==> config.mk <==
export PLATFORM = sky130hd
export DESIGN_NAME = pipe_hazard_ctrl
export DESIGN_NICKNAME = d
export VERILOG_FILES = /design/src/rtl/wisc_pkg.sv /design/src/rtl/hazard_scoreboard.sv /design/src/rtl/pipe_hazard_ctrl.sv
export SDC_FILE = /design/constraint.sdc
export NUM_CORES = 1
export LEC_CHECK = 0
export ABC_CLOCK_PERIOD_IN_PS = 5300
export CAP_MARGIN = 0
export CORE_UTILIZATION = 35
export DETAILED_ROUTE_END_ITERATION = 6
export PLACE_DENSITY = 0.66
export SKIP_CTS_REPAIR_TIMING = 1
export SYNTH_ARGS = -nofsm -noshare
export SYNTH_HDL_FRONTEND = slang
export SYNTH_HIERARCHICAL = 1
export SYNTH_SLANG_ARGS = --single-unit
==> constraint.sdc <==
create_clock -name i_clk -period 5.3 [get_ports i_clk]
set_input_delay 0.795 -clock i_clk [delete_from_list [all_inputs] [get_ports i_clk]]
set_output_delay 0.795 -clock i_clk [all_outputs]
set_load 0.03 [all_outputs]
==> src/rtl/wisc_pkg.sv <==
// Shared types for the WISC hazard controller: scoreboard entry, FSM states and
// the register-match helper used by the scoreboard.
package wisc_pkg;

  localparam int unsigned REG_AW_MAX = 8;
  localparam int unsigned FWD_RF     = 0;

  typedef struct packed {
    logic                  valid;
    logic                  wr;
    logic                  load;
    logic [REG_AW_MAX-1:0] rd;
  } sb_entry_t;

  typedef enum logic {
    RUN,
    FLUSH
  } hz_state_e;

  // Register 0 never creates a dependency when it is hardwired to zero.
  function automatic logic reg_match(input sb_entry_t e, input logic [REG_AW_MAX-1:0] r,
                                     input bit r0_zero);
    return e.valid & e.wr & (e.rd == r) & ~(r0_zero & (r == '0));
  endfunction

endpackage

==> src/rtl/hazard_scoreboard.sv <==
// Shadow copy of {valid,wr,load,rd} for the DEPTH stages past ID, with per-source
// match vectors; entry 0 is the instruction currently in EX.
module hazard_scoreboard
  import wisc_pkg::*;
#(
  parameter int unsigned REG_AW  = 4,
  parameter int unsigned DEPTH   = 3,
  parameter bit          R0_ZERO = 1'b1
) (
  input  logic              i_clk,
  input  logic              i_rst,
  input  logic              i_hold,
  input  sb_entry_t         i_ins,
  input  logic [REG_AW-1:0] i_rs,
  input  logic [REG_AW-1:0] i_rt,
  output logic [DEPTH-1:0]  o_match_rs,
  output logic [DEPTH-1:0]  o_match_rt,
  output logic [DEPTH-1:0]  o_load
);

  sb_entry_t             r_sb [DEPTH];
  logic [REG_AW_MAX-1:0] w_rs_ext;
  logic [REG_AW_MAX-1:0] w_rt_ext;

  assign w_rs_ext = REG_AW_MAX'(i_rs);
  assign w_rt_ext = REG_AW_MAX'(i_rt);

  always_ff @(posedge i_clk) begin
    if (i_rst) begin
      for (int k = 0; k < int'(DEPTH); k++) r_sb[k] <= '0;
    end else if (!i_hold) begin
      for (int k = 1; k < int'(DEPTH); k++) r_sb[k] <= r_sb[k-1];
      r_sb[0] <= i_ins;
    end
  end

  always_comb begin
    o_match_rs = '0;
    o_match_rt = '0;
    o_load     = '0;
    for (int k = 0; k < int'(DEPTH); k++) begin
      o_match_rs[k] = reg_match(r_sb[k], w_rs_ext, R0_ZERO);
      o_match_rt[k] = reg_match(r_sb[k], w_rt_ext, R0_ZERO);
      o_load[k]     = r_sb[k].load;
    end
  end

endmodule

==> src/rtl/pipe_hazard_ctrl.sv <==
// WISC hazard/forwarding controller: load-use stalls, redirect flushes, memory
// freezes and registered EX operand-forward selects.
module pipe_hazard_ctrl
  import wisc_pkg::*;
#(
  parameter int unsigned REG_AW    = 4,
  parameter int unsigned DEPTH     = 3,
  parameter int unsigned LOAD_LAT  = 1,
  parameter int unsigned FLUSH_CYC = 1,
  parameter bit          R0_ZERO   = 1'b1,
  localparam int unsigned FW       = $clog2(DEPTH + 1)
) (
  input  logic              i_clk,
  input  logic              i_rst,
  input  logic              i_id_valid,
  input  logic [REG_AW-1:0] i_id_rs,
  input  logic [REG_AW-1:0] i_id_rt,
  input  logic              i_id_rs_use,
  input  logic              i_id_rt_use,
  input  logic [REG_AW-1:0] i_id_rd,
  input  logic              i_id_reg_wr,
  input  logic              i_id_load,
  input  logic              i_ex_redirect,
  input  logic              i_mem_busy,
  output logic              o_stall_if,
  output logic              o_stall_id,
  output logic              o_freeze,
  output logic              o_flush_ifid,
  output logic              o_bubble_ex,
  output logic [FW-1:0]     o_fwd_a_sel,
  output logic [FW-1:0]     o_fwd_b_sel
);

  localparam logic [2:0] CNT_LOAD = 3'(FLUSH_CYC - 1);

  hz_state_e        r_state, w_state_nxt;
  logic [2:0]       r_cnt, w_cnt_nxt;
  logic [FW-1:0]    r_fwd_a, r_fwd_b;
  logic [FW-1:0]    w_fwd_a, w_fwd_b;
  logic [DEPTH-1:0] w_match_rs, w_match_rt, w_load;
  logic             w_lu_stall, w_advance, w_bubble;
  sb_entry_t        w_ins;

  always_comb begin
    w_ins       = '0;
    w_ins.valid = i_id_valid & ~w_bubble;
    w_ins.wr    = i_id_reg_wr;
    w_ins.load  = i_id_load;
    w_ins.rd    = REG_AW_MAX'(i_id_rd);
  end

  hazard_scoreboard #(
    .REG_AW  (REG_AW),
    .DEPTH   (DEPTH),
    .R0_ZERO (R0_ZERO)
  ) u_sb (
    .i_clk      (i_clk),
    .i_rst      (i_rst),
    .i_hold     (~w_advance),
    .i_ins      (w_ins),
    .i_rs       (i_id_rs),
    .i_rt       (i_id_rt),
    .o_match_rs (w_match_rs),
    .o_match_rt (w_match_rt),
    .o_load     (w_load)
  );

  // Only the youngest LOAD_LAT stages still lack load data.
  always_comb begin
    w_lu_stall = 1'b0;
    for (int k = 0; k < int'(LOAD_LAT); k++) begin
      if (w_load[k] & ((w_match_rs[k] & i_id_rs_use) | (w_match_rt[k] & i_id_rt_use))) begin
        w_lu_stall = 1'b1;
      end
    end
    w_lu_stall = w_lu_stall & i_id_valid;
  end

  // Descending scan so the youngest matching stage wins.
  always_comb begin
    w_fwd_a = FW'(FWD_RF);
    w_fwd_b = FW'(FWD_RF);
    for (int k = int'(DEPTH) - 1; k >= 0; k--) begin
      if (w_match_rs[k]) w_fwd_a = FW'(k + 1);
      if (w_match_rt[k]) w_fwd_b = FW'(k + 1);
    end
  end

  always_comb begin
    w_state_nxt  = r_state;
    w_cnt_nxt    = r_cnt;
    w_advance    = 1'b0;
    w_bubble     = 1'b0;
    o_stall_if   = 1'b0;
    o_stall_id   = 1'b0;
    o_freeze     = 1'b0;
    o_flush_ifid = 1'b0;
    if (i_rst) begin
      w_state_nxt = RUN;
    end else if (i_mem_busy) begin
      o_freeze = 1'b1;
    end else begin
      w_advance = 1'b1;
      unique case (r_state)
        RUN: begin
          if (i_ex_redirect) begin
            o_flush_ifid = 1'b1;
            w_bubble     = 1'b1;
            w_cnt_nxt    = CNT_LOAD;
            w_state_nxt  = (FLUSH_CYC > 1) ? FLUSH : RUN;
          end else if (w_lu_stall) begin
            o_stall_if = 1'b1;
            o_stall_id = 1'b1;
            w_bubble   = 1'b1;
          end
        end
        FLUSH: begin
          o_flush_ifid = 1'b1;
          w_bubble     = 1'b1;
          if (i_ex_redirect) begin
            w_cnt_nxt = CNT_LOAD;
          end else begin
            w_cnt_nxt = r_cnt - 3'd1;
            if (w_cnt_nxt == 3'd0) w_state_nxt = RUN;
          end
        end
        default: w_state_nxt = RUN;
      endcase
    end
  end

  assign o_bubble_ex = w_bubble;

  always_ff @(posedge i_clk) begin
    if (i_rst) begin
      r_state <= RUN;
      r_cnt   <= '0;
      r_fwd_a <= '0;
      r_fwd_b <= '0;
    end else begin
      r_state <= w_state_nxt;
      r_cnt   <= w_cnt_nxt;
      if (w_advance) begin
        r_fwd_a <= w_bubble ? FW'(FWD_RF) : w_fwd_a;
        r_fwd_b <= w_bubble ? FW'(FWD_RF) : w_fwd_b;
      end
    end
  end

  assign o_fwd_a_sel = i_rst ? '0 : r_fwd_a;
  assign o_fwd_b_sel = i_rst ? '0 : r_fwd_b;

endmodule

# After elaboration in Yosys (flattened, before gate mapping)
# Memories as Yosys holds them, arrays and structs flattened.
# Index checks and enable logic that the tools add are counted.
dict set report word_totals {
  regBits 8
  latchBits 0
  mem_bits_rw 33
  romBits 0
  output_inout_bits 9
  wordCells 88
  n_memories 1
}
# memory words word_bits rd rd_clocked_by_memory_dff write_ports line_no
set mem_list {}
lappend mem_list {u_sb.r_sb 3 11 3 0 3 hazard_scoreboard.sv:21} ;# sb_entry_t r_sb [DEPTH];
dict set report op_classes {
  addsub 1
  n_mul 0
  div 0
  n_lt_le_gt_ge 0
  n_eq_ne 7
  n_shift 0
  n_mux 42
  n_bitwise 29
  n_reduce_logical 4
}
# cell count
set op_table {}
lappend op_table {{equality test 8 x 4 -> 1 bit} 6}
lappend op_table {{two-way mux 11 bit} 3}
lappend op_table {{two-way mux 1 bit} 23}
lappend op_table {{bitwise AND 1 bit} 20}
lappend op_table {{two-way mux 2 bit} 10}
lappend op_table {{logical NOT 8 bit} 2}
lappend op_table {{two-way mux 3 bit} 2}
lappend op_table {{one-hot mux 1 bit (2 select lines)} 3}
lappend op_table {{one-hot mux 3 bit (2 select lines)} 1}
lappend op_table {{NOT 1 bit} 5}
lappend op_table {{bitwise OR 1 bit} 4}
lappend op_table {{logical NOT 3 bit} 1}
lappend op_table {{subtractor 3 x 1 -> 3 bit (second input constant)} 1}
lappend op_table {{!= test 2 bit (second input constant)} 1}
lappend op_table {{AND reduction 2 bit} 1}

# Depth between registers and ports, before layout
# Gate-level depths: netlist of run 1.
# An unclocked memory read counts as a cell.
dict set report logic_depth {
  ltp_word 17
  mapped_depth 8
  depth_no_buf 7
}

# Cells and area by module
# The synthesis of run 1 kept the hierarchy.
# module n_inst cells_per_inst area_each_um2 seq_area_each_um2
set modules_own_cells {}
lappend modules_own_cells {hazard_scoreboard 1 124 1610.3 991.0}
lappend modules_own_cells {pipe_hazard_ctrl 1 62 511.7 160.2}

# Worst setup path after synthesis of run 1
# OpenSTA, ideal clock, no wires.
dict set report synth_timing {
  path_kind {in2out}
  startpoint {input port i_id_rt[2]}
  endpoint {output port o_stall_if}
  arrival_ps 2653
  required_ps 4505
  slack_ps 1852
  stages 8
  n_path_buf 2
  path_cell_list {clkbuf_2 nor3_1 or3_1 a211oi_2 a22oi_1 or2_2 nor2_1 buf_4}
}
dict set report synth_via {
  elab_chain_cells 13
}
# item line_no
set synth_rtl {}
lappend synth_rtl {{start, declared} pipe_hazard_ctrl.sv:17} ;# input logic [REG_AW-1:0] i_id_rt,
lappend synth_rtl {{equality test 8 x 4 -> 1 bit / logical NOT 8 bit (equally long branches)} wisc_pkg.sv:23} ;# return e.valid & e.wr & (e.rd == r) & ~(r0_zero & (r == '0));
lappend synth_rtl {{bitwise AND 1 bit / NOT 1 bit (equally long branches)} wisc_pkg.sv:23}
lappend synth_rtl {{bitwise AND 1 bit (*)} wisc_pkg.sv:23}
lappend synth_rtl {{via w_match_rt[0]} pipe_hazard_ctrl.sv:40} ;# logic [DEPTH-1:0] w_match_rs, w_match_rt, w_load;
lappend synth_rtl {{bitwise AND 1 bit (*)} pipe_hazard_ctrl.sv:72} ;# if (w_load[k] & ((w_match_rs[k] & i_id_rs_use) | (w_match_rt[k] & i_id_rt_use))) begin
lappend synth_rtl {{bitwise OR 1 bit (*)} pipe_hazard_ctrl.sv:72}
lappend synth_rtl {{bitwise AND 1 bit (*)} pipe_hazard_ctrl.sv:72}
lappend synth_rtl {{two-way mux 1 bit (*)} pipe_hazard_ctrl.sv:72}
lappend synth_rtl {{bitwise AND 1 bit (*)} pipe_hazard_ctrl.sv:76} ;# w_lu_stall = w_lu_stall & i_id_valid;
lappend synth_rtl {{two-way mux 1 bit (*) (5 in a row)} n/a}
lappend synth_rtl {{end, declared} pipe_hazard_ctrl.sv:25} ;# output logic o_stall_if,
# Mark *: on every way through the listed nets, which the timed path passes. The rest lies on a longest branch.

# Worst setup path in the final report of run 1
dict set report layout_timing {
  startpoint {input port i_id_rt[2]}
  endpoint {output port o_stall_if}
}
dict set report layout_via {
  elab_chain_cells 13
}
# item line_no
set layout_rtl {}
lappend layout_rtl {{equality test 8 x 4 -> 1 bit / logical NOT 8 bit (equally long branches)} wisc_pkg.sv:23}
lappend layout_rtl {{bitwise AND 1 bit / NOT 1 bit (equally long branches)} wisc_pkg.sv:23}
lappend layout_rtl {{bitwise AND 1 bit (*)} wisc_pkg.sv:23}
lappend layout_rtl {{via w_match_rt[0]} pipe_hazard_ctrl.sv:40}
lappend layout_rtl {{bitwise AND 1 bit (*)} pipe_hazard_ctrl.sv:72}
lappend layout_rtl {{bitwise OR 1 bit (*)} pipe_hazard_ctrl.sv:72}
lappend layout_rtl {{bitwise AND 1 bit (*)} pipe_hazard_ctrl.sv:72}
lappend layout_rtl {{two-way mux 1 bit (*)} pipe_hazard_ctrl.sv:72}
lappend layout_rtl {{bitwise AND 1 bit (*)} pipe_hazard_ctrl.sv:76}
lappend layout_rtl {{two-way mux 1 bit (*)} pipe_hazard_ctrl.sv:111} ;# end else if (w_lu_stall) begin
lappend layout_rtl {{two-way mux 1 bit (*)} pipe_hazard_ctrl.sv:106} ;# if (i_ex_redirect) begin
lappend layout_rtl {{two-way mux 1 bit (*)} pipe_hazard_ctrl.sv:104} ;# unique case (r_state)
lappend layout_rtl {{two-way mux 1 bit (*)} pipe_hazard_ctrl.sv:100} ;# end else if (i_mem_busy) begin
lappend layout_rtl {{two-way mux 1 bit (*)} pipe_hazard_ctrl.sv:98} ;# if (i_rst) begin
# Marks and branches as above.

==> impl_results.md, run 1 <==
* RSZ-0062 raised after global routing: no
* Die height at 78.24 microns
* Final hold slack at between 0.4 and 0.5 ns
* Area Overhead vs Synth at 22.20%
* Gate Count Post-Synth at 180
* Die width at about 78 microns
* DR pass1 iterations at 4
* Grt ovf at 0
* Initial DRC count at 79
* Final max-slew violation count at 0
* DR WL/cell at between 10 and 15 microns
* # rows at 27
* Via/cell ratio at roughly 4.7
* Vias at 1,341
* CP max FO at 5
* Relative slew margins at around 63%
* Max-cap violations at 0
* Core area at 5540 sq um
* Inserted Diodes at 0
* Routed WL at approximately 3400 microns
* Yosys warns at 6
* Initial antenna violation count at 0
* Final core utilization at ~45%
* PwrDens at 269.4 nW/um^2
* Endpoints failing setup at 0
* Initial core utilization at between 30% and 40%
* CP Buf/Inv Count at 2
* DP Wirelength at roughly 2500 microns
* Total CTS buffers at 5
* Sinks on Clock Net at 39
* Final period util at 78.85%
* # nets final at about 230
* Startpoint types: primary input
* Sum Neg Setup Slack at 0 ns
* Maximum vdd drop at between 0.1 and 0.15 mV
* CP Capture Type: output port
* TritonCTS clock tree: built
* Placer's final routability congestion estimate at 0.7879
* Synth Cell Area at just over 2000 sq um
* Die area at 6122 sq um
* Critical Path Slowest Stage Cell: clkdlybuf4s50_1
* Minimum clock period at 4.179 ns
* Clk buf depth at 2
* Status: completed
* CP dominant cell by count: clkdlybuf4s50_1
* Worst-path clk slew at about 0.07 ns
* CP cell instances: clkdlybuf4s50_1 -> nor3_1 -> or3_1 -> a211oi_2 -> a22oi_1 -> or2_2 -> nor2_1 -> clkdlybuf4s50_1
* Actual slew at the worst max-slew pin at about 0.55 ns
* Root buffer cell: clkbuf_8
* Final clock skew at between 0.0015 and 0.002 ns
* Clk_lat worst skew at between 0.2 and 0.3 ns
* Wire length of the first global-routing pass at 5789 microns
* Buffers on Ports at 29
* Number of global-route vias before repair at about 1.3k
* Crit-path max cell delay at roughly 0.7 ns
* Critical path class: primary input to output port
* # H-tree levels at 2
* Worst endpoint required time at between 4 and 5 ns
* Worst EP arrival at 3.38 ns
* Num ports at 30
* Fillers at around 560
* Share of cells above drive strength 1 at 7.583%
* DRC viols at 0
* Total GRT Usage at between 10% and 20%
* Crit-path leading delay family: buffers and inverters
* Syn avg cell area at around 11 sq um
* ANT nets after route at 0
* Max Clk Rate at roughly 240 MHz
* Min-Delay Path Class: register to register
* Leak pwr at 0.8432 nW
* Largest net degree at the start of global routing at 32
* Final hold violation count at 0
## worst reg2reg max path, cell delays in order (launching register included)
cell and delay (ns):
edfxtp_1 0.38, nor4_1 0.33, nand3_1 0.18, nor4_1 0.47, a22oi_1 0.19, nor2_1 0.31
o2bb2ai_1 0.11, and2_1 0.15
## cells in the final DEF (no fill, tap or decap), types with 5 or more instances in the layout
cell type / instances
clkdlybuf4s50_1: 29
xnor2_1: 16
edfxtp_1: 31
nor2_1: 5
nor2b_1: 5
clkbuf_8: 5
nand2_1: 7
a21oi_1: 7
xor2_1: 8
nand3_1: 9
nor4_1: 9
dfxtp_1: 8
and2_1: 31
inv_1: 5
## power by group
group          switching, mW  internal, mW
Combinational         0.0337        0.0352
Clock                  0.103         0.140
Sequential            0.0104         0.347
## state kept, by name (all words and copies together) (netlist names)
name,count
r_cnt,3
r_fwd_a,2
u_sb/r_sb,31
r_state,1
r_fwd_b,2
## area by class of cell
class / instances / area, sq um / share of cell area (%)
Timing Repair Buffer: 31 / 305.3 / 12.28
Clock buffer: 5 / 68.82 / 2.768
Multi-Input combinational cell: 128 / 868.3 / 34.93
Clock inverter: 3 / 43.79 / 1.761
Sequential cell: 39 / 1091 / 43.89
Tap cell: 72 / 90.09 / 3.624
Inverter: 5 / 18.77 / 0.7549
## path summary, 6_finish.rpt
path | slack [ns] | end | startpoint | depth (start not counted)
max reg2reg | 2.95 | u_sb/r_sb[0][10] | u_sb/r_sb[0][5] | 7
min | 0.48 | r_fwd_a[1] | r_fwd_a[1] | 2
max | 1.12 | o_stall_if | i_id_rt[2] | 8
min reg2reg | 0.48 | r_fwd_a[1] | r_fwd_a[1] | 2
## routing by layer
metal,vias to the layer above,share of wire (%),GRT usage (%)
met2,29,45,19.21
li1,685,-,-
met4,0,1.3,5.000
met5,-,0,0
met1,622,49,16.31
met3,5,4.8,3.140
## through the flow
step | worst slack [ns] | area [sq um] | power, mW | cells
5_1_grt | 0.9627 | 2486 | 0.6963 | 283
3_5_place_dp | 1.134 | 2374 | 0.4340 | 275
6_report | 1.121 | 2486 | 0.6698 | 283
2_1_floorplan | 1.852 | 2046 | 0.4060 | 183
3_3_place_gp | 1.169 | 2374 | 0.4332 | 275
4_1_cts | 1.115 | 2486 | 0.6771 | 283
Power figures use the tool's default switching activity.
==> run 2: changes to the inputs <==
ABC_CLOCK_PERIOD_IN_PS = 4210   (was 5300)
clock period = 4.21 ns   (was 5.3 ns; I/O delays follow)
==> impl_results.md, run 2 (same netlist as run 1, synthesis figures left out) <==
* Maximum vdd drop at 0.1535 mV (+4.4%)
* DR pass1 iterations at 4 (unchanged)
* Num ports at 30 (unchanged)
* Largest net degree at the start of global routing at 32 (unchanged)
* Die width at 78.24 microns (unchanged)
* Min-Delay Path Class: register to register
* Worst endpoint required time at 3.58 ns (-0.93 ns)
* Die area at 6122 sq um (unchanged)
* Routed WL at 3463 microns (+0.90%)
* Via/cell ratio at 4.694 (-0.95%)
* Relative slew margins at 65.30% (+1.9 points)
* Wire length of the first global-routing pass at 5768 microns (-0.36%)
* Reg power frac at 53.0% (-0.4 points)
* Final hold violation count at 0 (unchanged)
* Sw Ratio at 22.02% (+0.023 points)
* Switching pwr at 0.1868 mW (+27%)
* Critical path class: primary input to output port
* Worst EP arrival at 3.24 ns (-0.14 ns)
* PwrDens at 339.7 nW/um^2 (+26%)
* Sinks on Clock Net at 39 (unchanged)
* Initial DRC count at 62 (-22%)
* Worst hold stages at 2 (unchanged)
* Share of cells above drive strength 1 at 8.019% (+0.44 points)
* TritonCTS clock tree: built
* Worst reg2reg setup slack at 1.85 ns (-1.10 ns)
* Leak pwr at 0.8486 nW (+0.64%)
* Worst-path clk slew at 0.08 ns (about the same)
* Regs by FF count: u_sb/r_sb (31), r_cnt (3)
* ANT nets after route at 0 (unchanged)
* Most frequent cells in the layout: and2_1, edfxtp_1, clkdlybuf4s50_1, xnor2_1
* Number of global-route vias before repair at 1,259 (-1.4%)
* Critical Path Slowest Stage Cell: clkdlybuf4s50_1
* Area Overhead vs Synth at 22.76%
* Final period util at roughly nine tenths
* Worst reg2reg path startpoint: u_sb/r_sb[0][5]
* Crit-path max cell delay at 0.69 ns (about the same)
* Power Internal at 0.6615 mW (+27%)
* Clk_lat worst skew at 0.29 ns (about the same)
* CP cell instances: clkdlybuf4s50_1 -> nor3_1 -> or3_1 -> a211oi_2 -> a22oi_1 -> or2_2 -> nor2_1 -> clkdlybuf4s50_1
* DP Wirelength at 2548 microns (+1.2%)
* Initial antenna violation count at 0 (unchanged)
* Max-cap violations at 0 (unchanged)
* # rows at 27 (unchanged)
* CP Capture Type: output port
* Sum Neg Setup Slack at 0 ns (unchanged)
* DRC viols at 0 (unchanged)
* Total CTS buffers at 5 (unchanged)
* Buffers on Ports at 29 (unchanged)
* Root buffer cell: clkbuf_8
* # H-tree levels at 2 (unchanged)
* Endpoints failing setup at 0 (unchanged)
* Clk buf depth at 2 (unchanged)
* Met3 WL at 156 microns (-4.9%)
* Design Power at 0.8483 mW (+27%)
* RSZ-0062 raised after global routing: no
* RR Endpoint: u_sb/r_sb[0][10]
* Worst setup path endpoint: o_stall_if
* Largest Register: u_sb/r_sb
* Initial core utilization at 36.72% (unchanged)
* Actual slew at the worst max-slew pin at 0.5205 ns (-0.02621 ns)
* Total GRT Usage at 12.24% (-0.084 points)
* Comb pwr share at 10.3% (about the same)
* Grt ovf at 0 (unchanged)
* Placer's final routability congestion estimate at 0.7983 (+1.3%)
* Status: completed
* Final setup margin at 0.3376 ns (-0.7834 ns)
* Inserted Diodes at 0 (unchanged)
* Reg2reg path depth at 7 (unchanged)
* Core area at 5540 sq um (unchanged)
* CP dominant cell by count: clkdlybuf4s50_1
* Final max-slew violation count at 0 (unchanged)
* Post-Place Setup Slack at 0.3738 ns (-0.7606 ns)
* Minimum clock period at between 3 and 4 ns
* DR WL met2 at 1552 microns (+0.98%)
* Worst Setup SP: i_id_rt[2]
* # nets final at 234 (+0.43%)
* Final clock skew at 0.006141 ns (+0.004328 ns)
* CP max FO at 5 (unchanged)
* Top Metal Used: met4
* Metal1 wirelength at 1716 microns (+1.9%)
* Fillers at 542 (-2.3%)
* DR WL/cell at 12.19 microns (+0.55%)
* Die height at 78.24 microns (unchanged)
* Vias at 1,333 (-0.60%)
* Startpoint types: primary input
* Max Clk Rate at ~260 MHz
* Max reg flops at 31 (unchanged)
* Clock Power Share at 36.6% (+0.3 points)
==> run 2: power by group through the flow <==
| stage | logic [mW] | registers (mW) | clock network, mW |
|---|---|---|---|
| after floorplan | 0.0555 | 0.456 | 0 |
| after global placement | 0.0869 | 0.459 | 0 |
| after detailed placement | 0.0877 | 0.459 | 0 |
| after CTS | 0.0883 | 0.450 | 0.322 |
| after global routing | 0.0963 | 0.452 | 0.335 |
| final | 0.0875 | 0.450 | 0.311 |
==> run 2: layout make-up <==
type                    instances  area [sq um]  area share (%)
multi-input cells             128         868.3           34.77
clock inverters                 3         47.55           1.904
inverters                       5         18.77          0.7515
flip-flops and latches         39          1091           43.69
clock buffers                   5         68.82           2.756
repair buffers                 32         312.8           12.53
well taps                      72         90.09           3.607
==> run 2: metrics by stage <==
step,utilization (%),cell area (sq um),hold slack (ns),instances
detailed placement,42.98,2381,0.4707,276
floorplan,-,2046,0.4438,183
CTS,45.08,2497,0.4816,284
global placement,42.98,2381,0.4626,276
finish,45.08,2497,0.4769,284
global route,45.08,2497,0.4993,284
==> run 2: critical path: cells and delay by family <==
| family | cells | cell delay (ns) |
|---|---|---|
| compound gates | 2 | 0.42 |
| buf+inv | 2 | 1.30 |
| simple gates | 4 | 0.89 |
==> run 2: worst min-delay path by stage <==
| stage | from | slack [ns] | to |
|---|---|---|---|
| 2_1_floorplan | r_fwd_b[1] | 0.44 | r_fwd_b[1] |
| 3_3_place_gp | r_fwd_b[1] | 0.46 | r_fwd_b[1] |
| 3_5_place_dp | r_fwd_b[1] | 0.47 | r_fwd_b[1] |
| 4_1_cts | r_fwd_b[1] | 0.48 | r_fwd_b[1] |
| 5_1_grt | r_fwd_a[1] | 0.50 | r_fwd_a[1] |
| 6_report | r_fwd_b[1] | 0.48 | r_fwd_b[1] |
==> run 2: per-layer routing <==
metal	track usage, %	vias up
li1	-	689
met1	15.68	614
met2	19.39	25
met3	3.837	5
met4	4.444	0
met5	0	-
